`config.mk`:
```
export PLATFORM = sky130hd
export DESIGN_NAME = sprite_loader
export DESIGN_NICKNAME = d
export VERILOG_FILES = /design/src/rtl/sprite_pkg.sv /design/src/rtl/sprite_palette_enc.sv /design/src/rtl/sprite_loader.sv
export SDC_FILE = /design/constraint.sdc
export NUM_CORES = 1
export LEC_CHECK = 0
export BUFFER_PORTS_ARGS = -buffer_cell sky130_fd_sc_hd__buf_2
export CAP_MARGIN = 20
export CORE_MARGIN = 1.5
export CORE_UTILIZATION = 50
export CTS_CLUSTER_SIZE = 12
export DETAILED_ROUTE_END_ITERATION = 16
export HOLD_SLACK_MARGIN = 0.06
export PLACE_DENSITY = 0.85
export SLEW_MARGIN = 15
export SYNTH_ARGS = -nofsm -noshare
export SYNTH_HDL_FRONTEND = slang
export SYNTH_SLANG_ARGS = --single-unit
export TNS_END_PERCENT = 5
```
`constraint.sdc`:
```
create_clock -name Clk -period 3.3 [get_ports Clk]
set_input_delay 0.495 -clock Clk [delete_from_list [all_inputs] [get_ports Clk]]
set_output_delay 0.495 -clock Clk [all_outputs]
set_load 0.03 [all_outputs]
```
`src/rtl/sprite_pkg.sv`:
```
// Shared types and constants for the sprite memory writer path.
// Palette RGB values must match what the sprite ROM readers decode.
package sprite_pkg;

  // 2-bit palette index stored in each sprite memory word
  typedef logic [1:0] pal_idx_t;

  localparam logic [23:0] PAL_TRANSP_RGB = 24'hFFCCFF;
  localparam logic [23:0] PAL_BLACK_RGB  = 24'h000000;
  localparam logic [23:0] PAL_BLUE_RGB   = 24'h0000FF;

  localparam pal_idx_t IDX_TRANSP = 2'd0;
  localparam pal_idx_t IDX_BLACK  = 2'd1;
  localparam pal_idx_t IDX_OTHER  = 2'd2;
  localparam pal_idx_t IDX_BLUE   = 2'd3;

  // Words per sprite bank
  localparam int SPRITE_DEPTH = 6001;

  typedef enum logic [1:0] {
    S_IDLE   = 2'd0,
    S_LOAD   = 2'd1,
    S_FINISH = 2'd2,
    S_ERROR  = 2'd3
  } state_e;

endpackage

```
`src/rtl/sprite_palette_enc.sv`:
```
// Combinational RGB24 -> palette index encoder. Colours outside the
// palette map to IDX_OTHER and raise the unknown flag.
module sprite_palette_enc
  import sprite_pkg::*;
(
  input  logic [23:0] rgb,
  output pal_idx_t    idx,
  output logic        unknown
);

  // Exact-match lookup against the three palette colours
  always_comb begin
    idx     = IDX_OTHER;
    unknown = 1'b0;
    case (rgb)
      PAL_TRANSP_RGB: idx = IDX_TRANSP;
      PAL_BLACK_RGB:  idx = IDX_BLACK;
      PAL_BLUE_RGB:   idx = IDX_BLUE;
      default:        unknown = 1'b1;
    endcase
  end

endmodule

```
`src/rtl/sprite_loader.sv`:
```
// Sprite memory writer: encodes a 24-bit RGB pixel stream to palette
// indices and writes them sequentially into one of four sprite banks.
// Optional build macro SPRITE_LOADER_CKSUM_EN adds a running checksum of
// written indices (cksum) compared at the end against exp_cksum.
module sprite_loader
  import sprite_pkg::*;
#(
  parameter int DEPTH = SPRITE_DEPTH,
  parameter int AW    = 16
) (
  input  logic          Clk,
  input  logic          Reset_n,
  input  logic          start,
  input  logic [1:0]    bank_sel,
  input  logic [AW-1:0] length,
  input  logic          pix_valid,
  output logic          pix_ready,
  input  logic [23:0]   pix_rgb,
  input  logic          pix_last,
  output logic          we,
  output logic [AW-1:0] waddr,
  output logic [1:0]    wbank,
  output logic [1:0]    wdata,
  output logic          busy,
  output logic          done,
  output logic          err,
  output logic [AW-1:0] unk_cnt
`ifdef SPRITE_LOADER_CKSUM_EN
  ,
  input  logic [15:0]   exp_cksum,
  output logic [15:0]   cksum
`endif
);

  state_e        state;
  logic [1:0]    bank_q;
  logic [AW-1:0] len_q;
  logic [AW-1:0] cnt;
  pal_idx_t      enc_idx;
  logic          enc_unk;
  logic          accept;
  logic          at_last;
  logic          at_end;
  logic          cksum_ok;
  logic          term_ok;
  logic          term_err;

  sprite_palette_enc u_enc (
    .rgb     (pix_rgb),
    .idx     (enc_idx),
    .unknown (enc_unk)
  );

  assign pix_ready = (state == S_LOAD);
  assign busy      = (state == S_LOAD);
  assign done      = (state == S_FINISH);
  assign accept    = pix_valid & pix_ready;
  assign at_last   = (cnt == len_q - AW'(1));
  // The pixel at address DEPTH-1 is the last one the bank can hold
  assign at_end    = (cnt == AW'(DEPTH - 1));

`ifdef SPRITE_LOADER_CKSUM_EN
  logic [15:0] exp_cksum_q;
  logic [15:0] cksum_nxt;
  // Include the terminating pixel so the comparison sees the final sum
  assign cksum_nxt = cksum + {14'd0, enc_idx};
  assign cksum_ok  = (cksum_nxt == exp_cksum_q);

  // Running sum of written indices, restarted on each accepted start
  always_ff @(posedge Clk or negedge Reset_n) begin
    if (!Reset_n) begin
      cksum       <= '0;
      exp_cksum_q <= '0;
    end else if (state == S_IDLE && start) begin
      cksum       <= '0;
      exp_cksum_q <= exp_cksum;
    end else if (accept) begin
      cksum <= cksum_nxt;
    end
  end
`else
  assign cksum_ok = 1'b1;
`endif

  // A matched length+last with a good checksum finishes; any other
  // terminating condition (length, last, bank end, checksum) is an error.
  assign term_ok  = at_last & pix_last & cksum_ok;
  assign term_err = at_last | pix_last | at_end;

  // Load FSM, write port register and status counters
  always_ff @(posedge Clk or negedge Reset_n) begin
    if (!Reset_n) begin
      state   <= S_IDLE;
      bank_q  <= '0;
      len_q   <= '0;
      cnt     <= '0;
      we      <= 1'b0;
      waddr   <= '0;
      wbank   <= '0;
      wdata   <= '0;
      err     <= 1'b0;
      unk_cnt <= '0;
    end else begin
      we <= 1'b0;
      case (state)
        S_IDLE: begin
          if (start) begin
            bank_q  <= bank_sel;
            len_q   <= length;
            cnt     <= '0;
            unk_cnt <= '0;
            if (length == '0) begin
              err   <= 1'b1;
              state <= S_ERROR;
            end else begin
              err   <= 1'b0;
              state <= S_LOAD;
            end
          end
        end
        S_LOAD: begin
          if (accept) begin
            we    <= 1'b1;
            waddr <= cnt;
            wbank <= bank_q;
            wdata <= enc_idx;
            cnt   <= cnt + AW'(1);
            if (enc_unk && unk_cnt != '1) begin
              unk_cnt <= unk_cnt + AW'(1);
            end
            if (term_ok) begin
              state <= S_FINISH;
            end else if (term_err) begin
              err   <= 1'b1;
              state <= S_ERROR;
            end
          end
        end
        S_FINISH: state <= S_IDLE;
        S_ERROR:  state <= S_IDLE;
        default:  state <= S_IDLE;
      endcase
    end
  end

endmodule

```
==> summary.txt, run 1 <==
Power
  – Net switching power: around 1.3 mW
  – Comb pwr share: 0.343
  – Maximum VDD drop: about 0.32 mV
  – Power Density: 692 nW/um2
  – LEAKAGE: between 2 and 2.5 nW
  – Sequential power share: 0.415
  – Internal: 1.95 mW
  – Switching Share: 0.394
  – Clock power frac: 0.242

STA
  – Fin crit share: 0.850
  – TNS Setup: 0 ns
  – Setup violators final: 0
  – Fmax: about 360 MHz
  – Min Clock Period, post-route: roughly 2.8 ns
  – Layout Skew: roughly 0.011 ns
  – Slew @ Worst Pin: between 0.9 and 1 ns
  – Slew Viols, Final: 0
  – Max transition margin: 0.392
  – Final Hold Viols: 0
  – Worst hold margin: about 0.32 ns
  – RSZ-0062 raised after global routing: no

Die
  – Die extent in y: ~91 um
  – Total core area: 7650 um2
  – Io pins: 88
  – Die ar.: around 8400 um2
  – Die X: approximately 91 um
  – Initial Utilization: 0.511
  – Row count: 32

Yosys
  – Netlist cell types: between 40 and 50
  – Synth top area cells: dfrtp_1 (47%), nand2_1 (11%), xnor2_1 (5.4%), xor2_1 (3.1%), o21ai_0 (3.1%)
  – Synth warn: 0
  – EDFF count, synth: 0
  – Syn_area_per_cell: between 8 and 9 um2
  – FFs w/ async S/R, synth: 1.00
  – Syn_nets: 500
  – Flop and latch count out of synthesis: 74
  – Cell area after synthesis: 3910 um2
  – Register area share after synthesis: 0.473
  – Synth area leader: dfrtp_1
  – Top cell type's share of synthesized area: 0.473
  – Ys flop type: dfrtp_1
  – Syn Inst Count: 449

Detailed routing
  – Routed wl met2: between 4000 and 5000 um
  – Wire length on met3: approximately 560 um
  – Drt first-iter violations: about 240
  – Final WL: 8820 um
  – Via count: 3508
  – ANT nets after route: 0
  – Number of detailed-route iterations in the first pass: 4
  – Met1 wire length: between 4000 and 5000 um
  – Top routing layer in use: met4
  – Vias/cell: between 5 and 6
  – DRC viols: 0
  – Routed len/inst: between 10 and 15 um

Hold path
  – Hold_sp: bank_sel[0]
  – Worst hold path class: in -> reg

Clock tree
  – TritonCTS clock tree: yes
  – CTS Hold Bufs: 0
  – TritonCTS Buffers: 9
  – Clock buffer depth: 2
  – Postcts setup bufs: 0
  – Clock Sink Count: 74
  – Post-cts resize count: 0
  – Root Buffer: clkbuf_8
  – Worst skew pair latency: ~0.35 ns
  – Clock H-tree levels: 3
  – Clock transition at the registers of the reported paths: approximately 0.08 ns

Placed design
  – Dpl hpwl: roughly 6400 um
  – Input/output buffers: between 80 and 90
  – Routability congestion estimate: between 0.8 and 0.9

Global routing
  – Global-route wire length before repair: 15000 um
  – Vias in the first global route: between 3000 and 4000
  – Gr ovfl total: 0
  – Largest net degree at the start of global routing: 75
  – Initial antenna violation count: 0
  – GRT Resource Usage Total: 0.228

Worst setup path
  – FF-to-FF setup slack: approximately 0.50 ns
  – Crit Path Max Fanout: 4
  – Slowest cell on the critical path: or4b_1
  – Worst setup SP type: register
  – Required time of the critical path: approximately 3.6 ns
  – Arrival time worst endpoint: between 3 and 4 ns
  – CP Launch Point: len_q[0]$_DFFE_PN0P_
  – Crit-path max cell delay: between 0.5 and 0.6 ns
  – CP Capture Type: register
  – CP Cell Sequence: inv_1 > ha_1 > or4b_1 > nor3_1 > xor2_1 > o221a_2 > o21ai_0 > a31oi_1 > o31ai_2
  – Kind of critical path: reg -> reg
  – Reg2reg start: len_q[0]$_DFFE_PN0P_

Run status
  – Status: completed

Final layout
  – N_diodes: 0
  – Layout area overhead: 18.7%
  – Share of cells above drive strength 1: 0.215
  – Fin nets: 582

Flow run
  – Maxcap violations: 0
==> placed cells by master, fill, tap and decap left out, types with 2 or more instances in the layout <==
| cell type | count |
|---|---|
| nor4b_1 | 3 |
| nand4_1 | 13 |
| or3_1 | 10 |
| clkinvlp_4 | 3 |
| inv_1 | 12 |
| nor3b_1 | 2 |
| a21oi_1 | 12 |
| mux2i_1 | 4 |
| and3_1 | 4 |
| ha_1 | 4 |
| a22o_1 | 2 |
| nand3_1 | 16 |
| nor4_1 | 19 |
| buf_2 | 87 |
| dfrtp_1 | 74 |
| nor2b_1 | 2 |
| xnor2_1 | 24 |
| and2_1 | 2 |
| or4_4 | 2 |
| nand2_1 | 114 |
| clkbuf_8 | 9 |
| or4_1 | 5 |
| bufinv_16 | 2 |
| buf_4 | 5 |
| nor2_1 | 31 |
| nor3_1 | 11 |
| o21ai_0 | 24 |
| xor2_1 | 14 |
| nand4b_1 | 3 |
| a21o_1 | 2 |
==> per-stage QoR <==
stage | util | setup WS [ns] | total power [mW] | cell area [um2] | cells
after global routing | 0.607 | 0.281 | 3.44 | 4640 | 638
after floorplan | - | 0.678 | 2.16 | 3910 | 449
after CTS | 0.607 | 0.523 | 3.23 | 4640 | 638
after global placement | 0.579 | 0.671 | 2.40 | 4420 | 622
after detailed placement | 0.579 | 0.542 | 2.45 | 4420 | 622
final | 0.607 | 0.496 | 3.21 | 4640 | 638
==> cell type report <==
cell class              count  area, um2
fillers                   693       3000
flip-flops and latches     74       1850
multi-input cells         341       1920
clock buffers              10        128
inverters                  13       48.8
well taps                 102        128
repair buffers             92        473
clock inverters             6       91.3
==> power groups by stage <==
stage | registers [mW] | clock network (mW) | logic, mW
after floorplan | 1.39 | 0 | 0.772
after global placement | 1.34 | 0 | 1.07
after detailed placement | 1.35 | 0 | 1.10
after CTS | 1.33 | 0.791 | 1.11
after global routing | 1.37 | 0.835 | 1.24
final | 1.33 | 0.778 | 1.10
==> synthesized netlist by cell type, drive strengths merged (2+ instances only) <==
master and number:
nand3 16, a22o 2, nor3b 2, inv 12
nor2b 2, o21ai 25, and2 2, o31ai 2
nor2 31, nor3 12, nand2 114, or3 10
buf 3, nor4b 3, a21o 2, mux2i 4
or4 7, xor2 14, clkbuf 18, nand4b 3
xnor2 24, ha 4, nand4 13, dfrtp 74
nor4 20, and3 4, a21oi 12
==> kinds of logic after synthesis <==
kind of cell             after synthesis  synth area share
adder cells (fa/ha/maj)                4            0.0128
AO/OA/AOI/OAI                         52            0.0797
buffers and inverters                 34            0.0349
multiplexers                           5            0.0131
AND/OR/NAND/NOR                      242             0.301
flip-flops                            74             0.473
XOR/XNOR                              38            0.0851
==> worst max-delay path, delay by kind of cell (launching register included) <==
| kind | cells | cell delay (ns) |
|---|---|---|
| xor+xnor | 1 | 0.12 |
| buf+inv | 1 | 0.09 |
| fa+ha+maj | 1 | 0.19 |
| compound gates | 4 | 0.95 |
| simple gates | 2 | 0.95 |
| flops | 1 | 0.41 |
==> metal layers <==
layer	global-route usage	up-vias
met5	0	-
met4	0.0807	0
met3	0.0469	14
met2	0.350	113
met1	0.319	1655
li1	-	1726
==> state kept, by name, indices dropped and copies added (netlist names) <==
register	cells
unk_cnt	16
bank_q	2
cnt	16
state	2
waddr	16
len_q	16
err	1
wbank	2
we	1
wdata	2
==> final timing paths <==
kind,end,cells past startpoint
worst max-delay path,err$_DFFE_PN0P_,9
worst min-delay path,bank_q[0]$_DFFE_PN0P_,3
worst max register to register,err$_DFFE_PN0P_,9
worst min register to register,wbank[0]$_DFFE_PN0P_,2
max in group asynchronous,waddr[10]$_DFFE_PN0P_,2
min in group asynchronous,unk_cnt[14]$_DFFE_PN0P_,2
No activity file was read; power rests on OpenSTA's default activity.
==> run 2, diff against run 1 <==
Settings changed: CORE_UTILIZATION 50 to 49, PLACE_DENSITY 0.85 to 0.86.
Clock period 3.3 ns to 2.4 ns, I/O delays scaled along.
==> run 2 against run 1 <==
Combinational power rose by 86%. Total power rose by 45%. Critical path depth fell by 1. Via count rose by 6.4%. Die area rose by 2.0%. Largest cell class unchanged. Highest routed layer unchanged. The run now ends with setup timing left. Flip-flop and latch count did not move.
==> summary.txt, run 2 (synthesis results as in run 1) <==
STA
  – Slew Viols, Final: 0 (unchanged)
  – Slew @ Worst Pin: 0.748 ns (-0.163 ns)
  – Setup ws final: -0.0635 ns (-0.559 ns)
  – Min Clock Period, post-route: 2.46 ns (-0.341 ns)
  – Final Hold Viols: 0 (unchanged)
  – Fin crit share: 1.03 (+0.177)
  – TNS Setup: -0.0720 ns (-0.0720 ns)
  – Max transition margin: 0.500 (+0.108)
  – Layout Skew: 0.0124 ns (+0.00111 ns)
  – Setup violators final: 2 (+2)
  – RSZ-0062 raised after global routing: yes
  – Fmax: 406 MHz (+14%)

Worst setup path
  – Worst setup SP type: register
  – Required time of the critical path: 2.66 ns (-0.90 ns)
  – CP Capture Type: register
  – Kind of critical path: reg -> reg
  – Crit Path Max Fanout: 5 (+1)
  – Arrival time worst endpoint: 2.72 ns (-0.34 ns)
  – FF-to-FF setup slack: -0.06 ns (-0.56 ns)

Final layout
  – Fin nets: 604 (+3.8%)
  – Commonest non-fill, non-tap cell in the layout: nand2_1
  – Layout area overhead: 24.7%
  – N_diodes: 0 (unchanged)
  – Final Util: 0.631 (+0.0241)
  – Commonest non-fill, non-tap cells in the layout: nand2_1 (114), buf_2 (87), dfrtp_1 (74), nor2_1 (30), buf_4 (25)
  – Layout Cells excl Fill: 660 (+3.4%)
  – Finished layout cell area: 4880 um2 (+5.1%)
  – Share of cells above drive strength 1: 0.274 (+0.0596)

Die
  – Die X: 92.3 um (+0.98%)
  – Die ar.: 8530 um2 (+2.0%)
  – Total core area: 7730 um2 (+1.0%)
  – Die extent in y: 92.3 um (+0.98%)
  – Row count: 32 (unchanged)
  – Initial Utilization: 0.506 (-0.00530)
  – Io pins: 88 (unchanged)

Hold path
  – Worst hold path class: in -> async

Run status
  – Status: finished, violations left
  – Failing checks: setup timing

Flow run
  – Maxcap violations: 0 (unchanged)

Clock tree
  – TritonCTS Buffers: 9 (unchanged)
  – TritonCTS clock tree: yes
  – Root Buffer: clkbuf_8
  – Clock buffer depth: 2 (unchanged)
  – Clock transition at the registers of the reported paths: 0.08 ns (about the same)
  – Clock H-tree levels: 3 (unchanged)
  – Worst skew pair latency: 0.35 ns (about the same)
  – Clock Sink Count: 74 (unchanged)

Detailed routing
  – DRC viols: 0 (unchanged)
  – Routed len/inst: 15.3 um (+10%)
  – ANT nets after route: 0 (unchanged)
  – Final WL: 10100 um (+14%)
  – Drt first-iter violations: 201 (-17%)
  – Via count: 3734 (+6.4%)
  – Number of detailed-route iterations in the first pass: 5 (+1)
  – Vias/cell: 5.66 (+2.9%)

Global routing
  – GRT Resource Usage Total: 0.240 (+0.0129)
  – Largest net degree at the start of global routing: 49 (-35%)
  – Global-route wire length before repair: 16100 um (+7.4%)
  – Vias in the first global route: 3496 (+9.1%)
  – Initial antenna violation count: 0 (unchanged)
  – Gr ovfl total: 0 (unchanged)

Placed design
  – Area after DPL: 4580 um2 (+3.6%)
  – Dpl hpwl: 7160 um (+12%)
  – Placed cells: 641 (+3.1%)
  – Input/output buffers: 87 (unchanged)
  – Routability congestion estimate: 0.919 (+6.3%)

Power
  – Total power: 4.67 mW (+45%)
  – LEAKAGE: 2.35 nW (+5.3%)
  – Maximum VDD drop: 0.490 mV (+51%)
  – Power Density: 958 nW/um2 (+38%)
## run 2: cell types whose count changed in the layout (fill, tap and decap cells not counted), moves of 2 or more
cell       before  now
buf_4           5   25
bufinv_16       2    0
inv_1          12   10
inv_2           0    2
nor3_1         11    8
nor3_2          1    3
nor4b_1         3    1
o21ai_0        24   22
## run 2: what timing repair did
action,in CTS,in global routing
setup buffers,1,2
hold buffers,0,0
endpoints found under the hold margin,0,0
pin swaps,3,8
resized for setup,9,14
endpoints found under the setup margin,3,3
## run 2: final cells by class
class,count,area (um2)
clock inverter,6,43.8
sequential,74,1850
fill,637,2850
inverter,13,48.8
multi-input combinational,341,2020
timing repair buffer,114,654
tap,102,128
clock buffer,10,128
## run 2: metrics by stage
stage | hold WS, ns | setup slack, ns
after floorplan | 0.0644 | -0.102
after global placement | 0.447 | 0.00286
after detailed placement | 0.457 | -0.177
after CTS | 0.0868 | -0.0197
after global routing | 0.117 | -0.186
final | 0.0643 | -0.0635
## run 2: worst paths after layout
kind,from,to,cells past startpoint
worst min-delay path,Reset_n,unk_cnt[12]$_DFFE_PN0P_,1
worst max register to register,len_q[1]$_DFFE_PN0P_,err$_DFFE_PN0P_,8
min in group Clk,bank_sel[0],bank_q[0]$_DFFE_PN0P_,3
max in group asynchronous,Reset_n,wdata[0]$_DFFE_PN0P_,2
worst min register to register,waddr[14]$_DFFE_PN0P_,waddr[14]$_DFFE_PN0P_,2
worst max-delay path,len_q[1]$_DFFE_PN0P_,err$_DFFE_PN0P_,8
## run 2: power by group
group | total [mW] | internal [mW] | switching, mW
clock | 0.869 | 0.375 | 0.494
sequential | 1.76 | 1.51 | 0.248
combinational | 2.05 | 0.839 | 1.21
total | 4.67 | 2.72 | 1.95
## run 2: critical path, stage by stage (launching register included)
cell and delay, ns:
dfrtp_1 0.41, or4_4 0.58, buf_4 0.18, nor3_2 0.22
xnor2_1 0.19, nand4_1 0.17, nor3_4 0.26, a31oi_2 0.14
o31ai_2 0.22
## run 2: metal layers
layer | routed length (um) | part of all wire | GRT usage
met1 | 4160 | 0.41 | 0.306
met2 | 4980 | 0.49 | 0.408
met3 | 679 | 0.067 | 0.0468
met4 | 260 | 0.026 | 0.0833
met5 | 0 | 0 | 0
